===== config.mk =====
export PLATFORM = sky130hd
export DESIGN_NAME = hazard_stall_ctrl
export DESIGN_NICKNAME = d
export VERILOG_FILES = /design/src/rtl/hazard_stall_ctrl_pkg.sv /design/src/rtl/hazard_stall_ctrl_md_busy_counter.sv /design/src/rtl/hazard_stall_ctrl.sv
export SDC_FILE = /design/constraint.sdc
export NUM_CORES = 1
export LEC_CHECK = 0
export BUFFER_PORTS_ARGS = -buffer_cell sky130_fd_sc_hd__buf_2
export CELL_PAD_IN_SITES_DETAIL_PLACEMENT = 1
export CELL_PAD_IN_SITES_GLOBAL_PLACEMENT = 2
export CORE_ASPECT_RATIO = 1.1
export CORE_MARGIN = 4
export CORE_UTILIZATION = 34
export CTS_CLUSTER_DIAMETER = 60
export DETAILED_ROUTE_END_ITERATION = 7
export GPL_TIMING_DRIVEN = 0
export PLACE_DENSITY_LB_ADDON = 0.1
export SLEW_MARGIN = 20
export SYNTH_ARGS = -nofsm -noshare
export SYNTH_HDL_FRONTEND = slang
export SYNTH_HIERARCHICAL = 1
export SYNTH_SLANG_ARGS = --single-unit

===== constraint.sdc =====
create_clock -name clk -period 3.62 [get_ports clk]
set_clock_uncertainty 0.05 [all_clocks]
set_input_delay 0.362 -clock clk [delete_from_list [all_inputs] [get_ports clk]]
set_output_delay 0.362 -clock clk [all_outputs]
set_load 0.02 [all_outputs]

===== src/rtl/hazard_stall_ctrl_pkg.sv =====
// Shared encodings, defaults and the register-hazard compare for the
// pipeline interlock controller.
package pipe_ctrl_pkg;

  localparam logic [1:0] TUSE_NONE = 2'd3;
  localparam logic [1:0] TNEW_LINK = 2'd0;
  localparam logic [1:0] TNEW_ALU  = 2'd1;
  localparam logic [1:0] TNEW_LOAD = 2'd2;

  localparam int MULT_CYCLES_DEF = 5;
  localparam int DIV_CYCLES_DEF  = 10;

  typedef struct packed {
    logic [4:0] waddr;
    logic [1:0] tnew;
    logic       start;
    logic       div;
  } e_shadow_t;

  typedef struct packed {
    logic [4:0] waddr;
    logic [1:0] tnew;
  } m_shadow_t;

  // Tnew never exceeds 2, so a Tuse of 3 can never satisfy tuse < tnew.
  function automatic logic src_hazard(input logic [4:0] src,
                                      input logic [1:0] tuse,
                                      input e_shadow_t  e,
                                      input m_shadow_t  m);
    return (src != 5'd0) &&
           ((src == e.waddr && tuse < e.tnew) ||
            (src == m.waddr && tuse < m.tnew));
  endfunction

endpackage


===== src/rtl/hazard_stall_ctrl_md_busy_counter.sv =====
// Multiply/divide occupancy counter: loads the unit latency when an op sits
// in E, then counts down to zero; busy covers the start cycle plus the count.
module md_busy_counter
  import pipe_ctrl_pkg::*;
#(
  parameter int MULT_CYCLES = MULT_CYCLES_DEF,
  parameter int DIV_CYCLES  = DIV_CYCLES_DEF
) (
  input  logic       clk,
  input  logic       reset,
  input  logic       start,
  input  logic       div,
  output logic       busy,
  output logic [3:0] cnt
);

  logic [3:0] cnt_q;
  logic [3:0] cnt_d;

  always_comb begin
    cnt_d = cnt_q;
    if (start) begin
      cnt_d = div ? 4'(DIV_CYCLES) : 4'(MULT_CYCLES);
    end else if (cnt_q != 4'd0) begin
      cnt_d = cnt_q - 4'd1;
    end
  end

  always_ff @(posedge clk) begin
    if (reset) begin
      cnt_q <= 4'd0;
    end else begin
      cnt_q <= cnt_d;
    end
  end

  assign busy = start | (cnt_q != 4'd0);
  assign cnt  = cnt_q;

endmodule


===== src/rtl/hazard_stall_ctrl.sv =====
// Pipeline interlock: shadows destination/Tnew for E and M, compares against
// D-stage sources, and interlocks HI/LO users against the mult/div unit.
module hazard_stall_ctrl
  import pipe_ctrl_pkg::*;
#(
  parameter int MULT_CYCLES = MULT_CYCLES_DEF,
  parameter int DIV_CYCLES  = DIV_CYCLES_DEF
) (
  input  logic       clk,
  input  logic       reset,
  input  logic [4:0] rs_D,
  input  logic [4:0] rt_D,
  input  logic [1:0] tuse_rs_D,
  input  logic [1:0] tuse_rt_D,
  input  logic [4:0] waddr_D,
  input  logic [1:0] tnew_D,
  input  logic       md_use_D,
  input  logic       md_start_D,
  input  logic       md_div_D,
  output logic       Stall,
  output logic       clr_E,
  output logic       md_busy
);

  e_shadow_t  e_q, e_d;
  m_shadow_t  m_q, m_d;
  logic [3:0] md_cnt;
  logic       hz_rs, hz_rt, hz_md;

  md_busy_counter #(
    .MULT_CYCLES(MULT_CYCLES),
    .DIV_CYCLES (DIV_CYCLES)
  ) u_md_busy_counter (
    .clk  (clk),
    .reset(reset),
    .start(e_q.start),
    .div  (e_q.div),
    .busy (md_busy),
    .cnt  (md_cnt)
  );

  always_comb begin
    hz_rs = src_hazard(rs_D, tuse_rs_D, e_q, m_q);
    hz_rt = src_hazard(rt_D, tuse_rt_D, e_q, m_q);
    hz_md = md_use_D & md_busy;
    Stall = ~reset & (hz_rs | hz_rt | hz_md);
    clr_E = reset | Stall;
  end

  // A stalled D instruction is replaced by a bubble, so a held mult/div
  // cannot start the unit until the edge on which it actually advances.
  always_comb begin
    e_d = '0;
    if (!Stall) begin
      e_d.waddr = waddr_D;
      e_d.tnew  = tnew_D;
      e_d.start = md_start_D;
      e_d.div   = md_div_D;
    end
    m_d.waddr = e_q.waddr;
    m_d.tnew  = (e_q.tnew != 2'd0) ? e_q.tnew - 2'd1 : 2'd0;
  end

  always_ff @(posedge clk) begin
    if (reset) begin
      e_q <= '0;
      m_q <= '0;
    end else begin
      e_q <= e_d;
      m_q <= m_d;
    end
  end

  a_md_busy_consistent: assert property (@(posedge clk) disable iff (reset)
    md_busy == (e_q.start || md_cnt != 4'd0));

endmodule

==> impl_metrics.yaml <==
global_route:
  grt_max_degree: 16
  use_met2_pct: 24.8
  grt_util_met1_pct: 14.3
  grt-ovfl-total: 0
  antenna_found_initial: 0
  grt.busiest_layer: "met2"
  track_usage_pct: 13.3
  grt_pass1_wl_microns: 4340
  global_route.usage.met3_pct: 2.92
  grt_pass1_vias: 963
timing:
  finalHoldViolCount: 0
  fin_setup_tns_ns: 0
  fin_crit_sh_pct: 85.8
  max_slew_margin_pct: 52.3
  setup_viol: 0
  fin_crit_ns: 3.10
  fmax_ghz: 0.322
  rsz0062_at_grt: "false"
  worstMarginPinSlew_ns: 0.716
  maxSlewViolCount: 0
synth:
  avgSynthCellArea_sq_um: 10.2
  yosysUniqueCellTypes: 27
  synth_cells: 113
  synth_edf_count: 0
  syn_area_sq_um: 1150
  synth_nets: 146
  ys_seq_area_share_pct: 34.8
  synth_ff_type: "dfxtp_1"
  ys.warnings.count: 6
  async_reset_ff_share_pct: 0
  synth-seq-cells: 20
job:
  maxCapViolations: 0
hold_path:
  min-delay-start: "waddr_D[1]"
  holdPathEnd: "e_q[5]"
  min_path_type: "in2reg"
  worstHoldPathCells: 2
routing:
  wl_per_cell_microns: 14.6
  routed_wl_microns: 2610
  via_count: 893
  drtPass1Iterations: 4
  via_per_inst: 5.02
  ant_nets: 0
  drc: 0
  detailedRoute.firstIterationViolations: 22
worst_setup_path:
  regToRegStartpoint: "u_md_busy_counter/cnt[0]"
  crit_path_end_kind: "output pin"
  critical_path.max_fanout: 10
  r2r_slack_ns: 1.38
  worstPathArrival_ns: 2.69
  rr_endpoint: "e_q[3]"
  reg2reg_depth: 8
  required_ns: 3.21
  criticalPathCategory: "reg2out"
  cp-start-kind: "flop"
clock_network:
  cts_buffer_depth: 2
  clk_pin_slew_worst_paths_ns: 0.11
  post_cts_buffers: 0
  cts_hold_buf: 0
  numCtsBuffers: 3
  cts_tree: "built"
  worstSkewPairLatency_ns: 0.31
  cts_resized: 0
  cts.htree.levels: 1
  root_buffer: "clkbuf_4"
  cts_sinks: 20
floorplan:
  die_height_microns: 69.0
  start_util_pct: 36.5
  die_w_microns: 63.4
  ios: 29
  coreArea_sq_um: 3150
  rows: 21
  die_area_sq_um: 4380
finish:
  final_area_sq_um: 1360
  area_growth_pct: 17.8
  insertedDiodeCount: 0
  post-route-util_pct: 43.0
  fin_nets: 179
  layout-drive-gt1-share_pct: 31.3
  nFillCells: 376
pwr:
  powerDensity_nw_per_um2: 491
  p_switching_mw: 0.235
  sw_frac_of_total_pct: 35.4
  p_leak_nw: 0.577
  seqPwrFrac_pct: 43.6
  power.internal_mw: 0.430
  vdd_drop_max_mv: 0.262
  combPwrFrac_pct: 40.4
  power_mw: 0.665
  p_clk_share_pct: 16.0
placed_design:
  place_area_sq_um: 1330
  dp_hpwl_microns: 2140
  gp_congestion: 0.777
  port_buffers: 28
run_status:
  status: "finished clean"
[critical path: stages, from the launching register on]
cell	delay (ns)
dfxtp_1	0.33
inv_1	0.12
ha_1	0.15
nor3b_2	0.34
nand2b_1	0.12
and2_1	0.16
or2_2	0.26
clkbuf_1	0.31
or3_1	0.42
buf_2	0.17
[worst max-delay path by stage]
stage                                        start  endpoint  slack (ns)  cells after the start
after global placement    u_md_busy_counter/cnt[0]     clr_E        0.90                      9
after detailed placement  u_md_busy_counter/cnt[0]     clr_E        0.85                      9
final                     u_md_busy_counter/cnt[0]     clr_E        0.52                      9
after floorplan           u_md_busy_counter/cnt[0]     clr_E        1.03                      8
after CTS                 u_md_busy_counter/cnt[0]     clr_E        0.48                      9
after global routing      u_md_busy_counter/cnt[0]     clr_E        0.32                      9
[cells in the final DEF, fill, tap and decap left out, types with 3 or more instances in the layout]
master | synthesis | final
o22ai_1 | 3 | 3
nor3_1 | 3 | 3
xnor2_1 | 7 | 7
nor2b_1 | 5 | 5
or3_1 | 3 | 3
nor4_1 | 4 | 4
buf_2 | 0 | 28
nor2_1 | 4 | 4
o21ai_0 | 4 | 4
xor2_1 | 16 | 16
a21oi_1 | 3 | 3
ha_1 | 7 | 7
clkbuf_4 | 0 | 3
dfxtp_1 | 20 | 20
inv_1 | 7 | 7
nor4b_2 | 8 | 8
[cell usage after synthesis, types with 3 or more instances]
library cell | n | area share (%)
xor2_1 | 16 | 12
nor4_1 | 4 | 2.2
a21oi_1 | 3 | 1.3
xnor2_1 | 7 | 5.3
ha_1 | 7 | 7.6
nor4b_2 | 8 | 10
dfxtp_1 | 20 | 35
nor2b_1 | 5 | 2.7
inv_1 | 7 | 2.3
or3_1 | 3 | 1.6
nor2_1 | 4 | 1.3
o22ai_1 | 3 | 1.6
o21ai_0 | 4 | 1.7
nor3_1 | 3 | 1.3
[power by group through the flow]
stage / logic, mW / clock network, mW / registers (mW)
after global routing: 0.302 / 0.118 / 0.295
final: 0.268 / 0.106 / 0.290
after floorplan: 0.201 / 0 / 0.287
after CTS: 0.273 / 0.111 / 0.291
after global placement: 0.261 / 0 / 0.295
after detailed placement: 0.271 / 0 / 0.296
[kinds of logic (layout without fill, tap and decap cells)]
kind of cell / count (synthesis) / in the layout / synth area share (%)
muxes: 1 / 1 / 0.979
adders and majority gates: 7 / 7 / 7.62
AOI/OAI and AO/OA: 11 / 11 / 5.44
buffers and inverters: 10 / 41 / 4.57
and+or+nand+nor: 41 / 41 / 29.1
DFF: 20 / 20 / 34.8
xor gates and xnor gates: 23 / 23 / 17.5
[per-layer routing]
metal  part of all wire [%]  routed length, microns
met5                      0                       0
met4                    2.0                      51
met3                    5.6                     146
met2                     51                    1320
met1                     42                    1090
[state kept, by name, indices dropped and copies added, names as in the netlist]
register               flops
u_md_busy_counter/cnt      4
e_q                        9
m_q                        7
[metrics by stage]
stage          hold slack (ns)  cells  setup slack (ns)
2_1_floorplan            0.348    113              1.03
3_3_place_gp             0.359    175             0.902
3_5_place_dp             0.361    175             0.847
4_1_cts                  0.250    178             0.478
5_1_grt                  0.253    178             0.321
6_report                 0.264    178             0.515
[cell type report]
class / count / area (sq um) / share of cell area, %
plain buffers: 3 / 26.3 / 1.94
clock buffers: 3 / 22.5 / 1.66
inverters: 7 / 26.3 / 1.94
multi-input cells: 83 / 697 / 51.4
flip-flops and latches: 20 / 400 / 29.5
well taps: 34 / 42.5 / 3.14
repair buffers: 28 / 140 / 10.3
(Power assumes the default switching activity.)
